**src/rtl/sample_decimator_if.sv**
```systemverilog
// ---------------------------------------------------------------------------
// sample_decimator_if
//  Frame streaming bundle between the I2S receiver side and the decimator.
//  Ports / signals:
//   ready_i2s       1-cycle strobe, audio_data_in valid
//   audio_data_in   NUM_CHANNELS*DATA_SIZE input frame (ch0 in LSBs)
//   done            1-cycle strobe, audio_data_out holds a new frame
//   audio_data_out  NUM_CHANNELS*DATA_SIZE output frame, held until next done
//  Modports: master = frame producer / result consumer, slave = decimator.
// ---------------------------------------------------------------------------
interface sample_decimator_if #(
   parameter int DATA_SIZE    = 24,
   parameter int NUM_CHANNELS = 2
);
   logic                              ready_i2s;
   logic [NUM_CHANNELS*DATA_SIZE-1:0] audio_data_in;
   logic                              done;
   logic [NUM_CHANNELS*DATA_SIZE-1:0] audio_data_out;

   modport master (
      output ready_i2s, audio_data_in,
      input  done, audio_data_out
   );

   modport slave (
      input  ready_i2s, audio_data_in,
      output done, audio_data_out
   );
endinterface

```
**src/rtl/sample_decimator.sv**
```systemverilog
// ---------------------------------------------------------------------------
// sample_decimator
//  Multi-channel decimator: takes one frame per ready_i2s strobe and emits one
//  frame per 2^shift frames, either the window's last frame (PICK, mode 0) or
//  the per-channel floor average (AVG, mode 1).
//  Ports:
//   clk, rst_n   system clock, async active-low reset
//   enable       0 = idle, partial window discarded, ready_i2s ignored
//   shift_i      log2 decimation factor, values above MAX_SHIFT clamp
//   mode_i       0 = PICK, 1 = AVG
//   busy         1 while a window is partially filled
//   bus          frame strobe/data in, done/data out (slave side)
// ---------------------------------------------------------------------------
module sample_decimator #(
   parameter  int DATA_SIZE    = 24,
   parameter  int NUM_CHANNELS = 2,
   parameter  int MAX_SHIFT    = 4,
   localparam int SHIFT_W      = $clog2(MAX_SHIFT + 1)
) (
   input  logic               clk,
   input  logic               rst_n,
   input  logic               enable,
   input  logic [SHIFT_W-1:0] shift_i,
   input  logic               mode_i,
   output logic               busy,
   sample_decimator_if.slave  bus
);

   // Accumulator is wide enough to hold 2^MAX_SHIFT full-scale samples.
   localparam int ACC_W = DATA_SIZE + MAX_SHIFT;
   localparam int CNT_W = (MAX_SHIFT > 0) ? MAX_SHIFT : 1;

   typedef enum logic {IDLE, FILL} state_t;

   state_t                            state, state_nxt;
   logic [CNT_W-1:0]                  counter, counter_nxt;
   logic [CNT_W:0]                    last_idx;
   logic [SHIFT_W-1:0]                cfg_shift, shift_clamped, eff_shift;
   logic                              cfg_mode, eff_mode;
   logic                              opening, take, closing;
   logic signed [ACC_W-1:0]           acc     [NUM_CHANNELS];
   logic signed [ACC_W-1:0]           sum     [NUM_CHANNELS];
   logic signed [ACC_W-1:0]           avg     [NUM_CHANNELS];
   logic signed [DATA_SIZE-1:0]       sample  [NUM_CHANNELS];
   logic [NUM_CHANNELS*DATA_SIZE-1:0] out_nxt;

   // The window's configuration is the live input on the opening strobe and
   // the latched copy for every later strobe of that window.
   always_comb begin
      shift_clamped = (shift_i > SHIFT_W'(MAX_SHIFT)) ? SHIFT_W'(MAX_SHIFT) : shift_i;
      opening       = (counter == '0);
      eff_shift     = opening ? shift_clamped : cfg_shift;
      eff_mode      = opening ? mode_i : cfg_mode;
      last_idx      = ((CNT_W + 1)'(1) << eff_shift) - (CNT_W + 1)'(1);
      take          = enable & bus.ready_i2s;
      closing       = take & (counter == last_idx[CNT_W-1:0]);
   end

   // NOTE: every signal assigned in an always_comb gets a default first, so
   // no path leaves it unassigned and no latch is inferred.
   always_comb begin
      state_nxt   = state;
      counter_nxt = counter;
      if (!enable) begin
         state_nxt   = IDLE;
         counter_nxt = '0;
      end else if (take) begin
         if (closing) begin
            state_nxt   = IDLE;
            counter_nxt = '0;
         end else begin
            state_nxt   = FILL;
            counter_nxt = counter + CNT_W'(1);
         end
      end
   end

   // Per-lane datapath; lanes never interact.
   always_comb begin
      out_nxt = '0;
      for (int c = 0; c < NUM_CHANNELS; c++) begin
         sample[c] = signed'(bus.audio_data_in[c*DATA_SIZE +: DATA_SIZE]);
         // First frame of a window loads rather than accumulates.
         sum[c]    = opening ? ACC_W'(sample[c]) : acc[c] + ACC_W'(sample[c]);
         avg[c]    = sum[c] >>> eff_shift;
         out_nxt[c*DATA_SIZE +: DATA_SIZE] = eff_mode ? avg[c][DATA_SIZE-1:0]
                                                      : sample[c];
      end
   end

   // NOTE: sequential state uses non-blocking assignments so every register
   // samples pre-edge values regardless of statement order.
   always_ff @(posedge clk or negedge rst_n) begin
      if (!rst_n) begin
         state     <= IDLE;
         counter   <= '0;
         cfg_shift <= '0;
         cfg_mode  <= 1'b0;
      end else begin
         state   <= state_nxt;
         counter <= counter_nxt;
         if (take && opening) begin
            cfg_shift <= shift_clamped;
            cfg_mode  <= mode_i;
         end
      end
   end

   // NOTE: the accumulator array is a handful of flops, not a RAM, so it is
   // reset along with everything else.
   always_ff @(posedge clk or negedge rst_n) begin
      if (!rst_n) begin
         for (int c = 0; c < NUM_CHANNELS; c++) acc[c] <= '0;
      end else if (!enable) begin
         for (int c = 0; c < NUM_CHANNELS; c++) acc[c] <= '0;
      end else if (take) begin
         for (int c = 0; c < NUM_CHANNELS; c++) acc[c] <= sum[c];
      end
   end

   // Output is registered on the closing strobe: done and data appear together
   // exactly one cycle later; data holds until the next close.
   always_ff @(posedge clk or negedge rst_n) begin
      if (!rst_n) begin
         bus.done           <= 1'b0;
         bus.audio_data_out <= '0;
      end else begin
         bus.done <= closing;
         if (closing) bus.audio_data_out <= out_nxt;
      end
   end

   assign busy = (state == FILL);

endmodule

```
**src/flat_wrapper.sv**
```systemverilog
// flat-port wrapper written by rule: the top's interface ports become plain ports
module sample_decimator_flat 
#(
   parameter  int DATA_SIZE    = 24,
   parameter  int NUM_CHANNELS = 2,
   parameter  int MAX_SHIFT    = 4,
   localparam int SHIFT_W      = $clog2(MAX_SHIFT + 1)
)
  (clk, rst_n, enable, shift_i, mode_i, busy, bus_ready_i2s, bus_audio_data_in, bus_done, bus_audio_data_out);
  sample_decimator_if #(.DATA_SIZE(DATA_SIZE), .NUM_CHANNELS(NUM_CHANNELS)) bus_i ();
  input  logic clk;
  input  logic rst_n;
  input  logic enable;
  input  logic [SHIFT_W-1:0] shift_i;
  input  logic mode_i;
  output logic busy;
  input wire logic [$bits(bus_i.ready_i2s)-1:0] bus_ready_i2s;
  input wire logic [$bits(bus_i.audio_data_in)-1:0] bus_audio_data_in;
  output wire logic [$bits(bus_i.done)-1:0] bus_done;
  output wire logic [$bits(bus_i.audio_data_out)-1:0] bus_audio_data_out;
  assign bus_i.ready_i2s = bus_ready_i2s;
  assign bus_i.audio_data_in = bus_audio_data_in;
  assign bus_done = bus_i.done;
  assign bus_audio_data_out = bus_i.audio_data_out;
  sample_decimator #(.DATA_SIZE(DATA_SIZE), .NUM_CHANNELS(NUM_CHANNELS), .MAX_SHIFT(MAX_SHIFT)) u_core (.clk(clk), .rst_n(rst_n), .enable(enable), .shift_i(shift_i), .mode_i(mode_i), .busy(busy), .bus(bus_i));
endmodule
```
**config.mk**
```make
export PLATFORM = sky130hd
export DESIGN_NAME = sample_decimator_flat
export DESIGN_NICKNAME = d
export VERILOG_FILES = /design/src/rtl/sample_decimator_if.sv /design/src/rtl/sample_decimator.sv /design/src/flat_wrapper.sv
export SDC_FILE = /design/constraint.sdc
export NUM_CORES = 1
export LEC_CHECK = 0
export CORE_MARGIN = 3
export CORE_UTILIZATION = 45
export CTS_CLUSTER_SIZE = 8
export DETAILED_ROUTE_END_ITERATION = 7
export PLACE_DENSITY = 0.63
export SLEW_MARGIN = 20
export SYNTH_ARGS = -nofsm -noshare
export SYNTH_HDL_FRONTEND = slang
export SYNTH_SLANG_ARGS = --single-unit
export TNS_END_PERCENT = 30
```
**constraint.sdc**
```tcl
create_clock -name clk -period 4.7 [get_ports clk]
set_input_delay 1.175 -clock clk [delete_from_list [all_inputs] [get_ports clk]]
set_output_delay 1.175 -clock clk [all_outputs]
set_load 0.1 [all_outputs]
```
==> metrics.txt, run 1 <==
outcome complete, no violations; vias per cell 6.45; WP buf/inv 2; Final Core Density 58.4%; crit path cell chain clkdlybuf4s50_1 > ha_1 > a211oi_1 > o21ai_1 > buf_4 > a41oi_1 > o21bai_1 > xnor2_1 > o21ai_0 > o21ai_0 > a21oi_1 > a21oi_1 > o22ai_1; syn nets 1548; top post-synthesis cells by area dfrtp_1 26%, ha_1 6.6%, nand2_1 6.4%, a21oi_1 6.2%, nor2_1 5.4%; H-tree depth 4; Post-Route WL 46300 um; Setup crit end kind register; Routed WL per cell 23.7 um; Final period util 98.3%; largest area contributor in the netlist dfrtp_1; top post-synthesis cells by count 187 x nand2_1, 158 x nor2_1, 134 x a21oi_1; ANT cells 0; Worst Hold Class register to register; chip width 162 um; largest fanout on the critical path 3; Mean Syn Cell Area 7.60 um^2; die area 26100 um^2; Pwr Density 470 nW/um^2; Starting DRT DRC Count 1651; DRC violations left 0; share of post-route cells with drive strength above 1 15.0%; clock slew at reported path FFs 70 ps; Worst R2R Setup Slack 520 ps; top_reg_cell synth dfrtp_1; Post-CTS Setup Bufs 0; Final Setup Violations 0; DP HPWL 34800 um; max frequency 216 MHz; CTS tree done; drt pass-1 iters 6; Critical Path RT 5000 ps; Setup CP Type primary input to register; cell depth of the worst setup path 13; Critical-path top delay cell o21ai_0; DRT antenna net count 0; RePlAce Congestion 1.05; core footprint 23600 um^2; Layout Nets 1739; most common cell in the synthesized netlist nand2_1; Cell variety after synth 82; flops & latches, synth 114; WHS Path Cells 2; CTS Buf Count 17; RSZ-0062 raised after global routing no; Rel. slew slack 32.8%; area share of the largest cell type after synthesis 26.2%; Port Buf Inserts 105; Setup Skew 15.9 ps; IO Pins 106; standard-cell rows 56; vias in the first global route 11600; clk buf depth 2; CTS sink count 114; Fin. Hold Viols 0; clk_lat worst skew 430 ps; CP top delay family compound AO/OA/AOI/OAI gates; number of synthesized flops with an enable pin 0; DR vias 12600; Pwr Total 6.48 mW; peak per-stage delay on the critical path 700 ps; Die Span Y 162 um; pin count of the biggest net entering global routing 70; Starting Density 46.1%; Layout area overhead 26.7%; reg2reg path depth 17; first-pass GRT wire length 70600 um; total track usage 34.9%; Critical Path AT 4920 ps; Yosys Warn Count 0; Max Slew Vio Count 0; synthesized area 10900 um^2; Final min period 4620 ps; ys async rst share 100%; IR drop worst, VDD 0.426 mV; Worst Tran Pin Value 1000 ps; Mapped Cells 1433; Startpoint Class primary input; MaxCap Viol Count 0; clk root buf clkbuf_16; grt total ovfl 0; sequential element share of the synthesized area 26.2%; Leak Pwr 6.17 nW; initial antenna violation count 0
[worst reg2reg max path: stages (launching register included)]
cell	delay [ps]
dfrtp_1	460
inv_1	90
ha_1	160
nor3b_4	360
buf_4	380
nor2_1	140
nor2_4	140
nand3_1	90
ha_1	220
xor2_1	220
and4_1	210
o21ai_1	100
a211oi_4	260
nand3_2	160
inv_2	320
nand2_1	370
a211o_1	350
nand3_1	80
[kinds of logic (layout without fill, tap and decap cells)]
kind of cell | count (synthesis) | in the layout | synth area share (%)
AOI/OAI and AO/OA | 494 | 494 | 29.6
xor gates and xnor gates | 43 | 43 | 3.46
adders and majority gates | 59 | 59 | 6.92
buffers and inverters | 121 | 325 | 4.60
DFF | 114 | 114 | 26.2
muxes | 75 | 75 | 7.21
and+or+nand+nor | 527 | 527 | 22.0
[flip-flops by register name, summed over array words and instances, names as in the netlist]
signal	flops
u_core.bus.audio_data_out	48
u_core.cfg_mode	1
u_core.counter	4
u_core.cfg_shift	3
u_core.busy	1
u_core.bus.done	1
u_core.acc	56
[per-stage QoR]
stage | worst slack (ps) | instances | TNS, ps | hold WS, ps | cell area (um^2)
floorplan | 126 | 1433 | 0 | 488 | 10900
global placement | -107 | 1924 | -229 | 454 | 13200
detailed placement | -114 | 1924 | -542 | 465 | 13200
CTS | 297 | 1956 | 0 | 482 | 13800
global route | 12.0 | 1956 | 0 | 509 | 13800
finish | 80.8 | 1956 | 0 | 477 | 13800
[per-layer routing]
| metal | up-vias | GRT usage (%) | share of wire [%] |
|---|---|---|---|
| met5 | - | 0.379 | 0 |
| met4 | 0 | 11.3 | 3.0 |
| met3 | 107 | 8.54 | 12 |
| met2 | 831 | 47.1 | 39 |
| met1 | 5968 | 53.8 | 46 |
| li1 | 5717 | - | - |
[placed cells by master, fill, tap and decap left out, drive strengths merged, types with 8 or more instances in the layout]
| cell | instances |
|---|---|
| nand2 | 188 |
| buf | 174 |
| nor2 | 159 |
| a21oi | 134 |
| dfrtp | 114 |
| o21ai | 107 |
| clkdlybuf4s50 | 103 |
| mux2i | 58 |
| ha | 57 |
| a211oi | 55 |
| nor3 | 39 |
| nand3 | 30 |
| and3 | 27 |
| xnor2 | 27 |
| a21o | 25 |
| nand4 | 22 |
| inv | 22 |
| o211ai | 20 |
| mux2 | 17 |
| clkbuf | 17 |
| a31oi | 16 |
| xor2 | 16 |
| and2 | 15 |
| o221ai | 15 |
| o22ai | 13 |
| o31ai | 11 |
| o21a | 10 |
| or3 | 10 |
| a311oi | 9 |
| clkinv | 8 |
[area by class of cell]
class | count | area [um^2]
clock buffer | 17 | 425
fill | 2216 | 9820
sequential | 114 | 2850
timing repair buffer | 277 | 2350
tap | 319 | 399
inverter | 16 | 60.1
multi-input combinational | 1198 | 7590
clock inverter | 15 | 123
[repair_timing]
action                                  4_1_cts  5_1_grt
endpoints found under the setup margin        0        1
hold buffers                                  0        0
resized for setup                             0        2
endpoints found under the hold margin         0        0
[worst paths after layout]
check,startpoint,to
setup reg to reg,u_core.counter[0],u_core.bus.audio_data_out[3]
min in group asynchronous,rst_n,u_core.bus.done
hold reg to reg,u_core.bus.audio_data_out[10],u_core.bus.audio_data_out[10]
hold / removal,u_core.bus.audio_data_out[10],u_core.bus.audio_data_out[10]
max in group asynchronous,rst_n,u_core.acc[26]
setup / recovery,bus_audio_data_in[1],u_core.bus.audio_data_out[6]
[report_power, final]
group	total [mW]	switching [mW]	internal [mW]
clock	1.28	0.588	0.688
combinational	3.87	2.66	1.21
sequential	1.34	0.159	1.18
No activity file was read; power rests on OpenSTA's default activity.
==> inputs of run 2 (changes only) <==
--- a/config.mk
+++ b/config.mk
@@ -5,6 +5,7 @@
 export SDC_FILE = /design/constraint.sdc
 export NUM_CORES = 1
 export LEC_CHECK = 0
+export ABC_CLOCK_PERIOD_IN_PS = 4700
 export CORE_MARGIN = 3
 export CORE_UTILIZATION = 45
 export CTS_CLUSTER_SIZE = 8
==> results of run 2 <==
Same layout as run 1: the final DEF is identical, and so are final timing and power.
==> inputs of run 3 (changes only) <==
--- a/config.mk
+++ b/config.mk
@@ -8,6 +8,7 @@
 export ABC_CLOCK_PERIOD_IN_PS = 4700
 export CORE_MARGIN = 3
 export CORE_UTILIZATION = 45
+export CTS_CLUSTER_DIAMETER = 200
 export CTS_CLUSTER_SIZE = 8
 export DETAILED_ROUTE_END_ITERATION = 7
 export PLACE_DENSITY = 0.63
==> results of run 3 <==
Same layout as run 1: the final DEF is identical, and so are final timing and power.
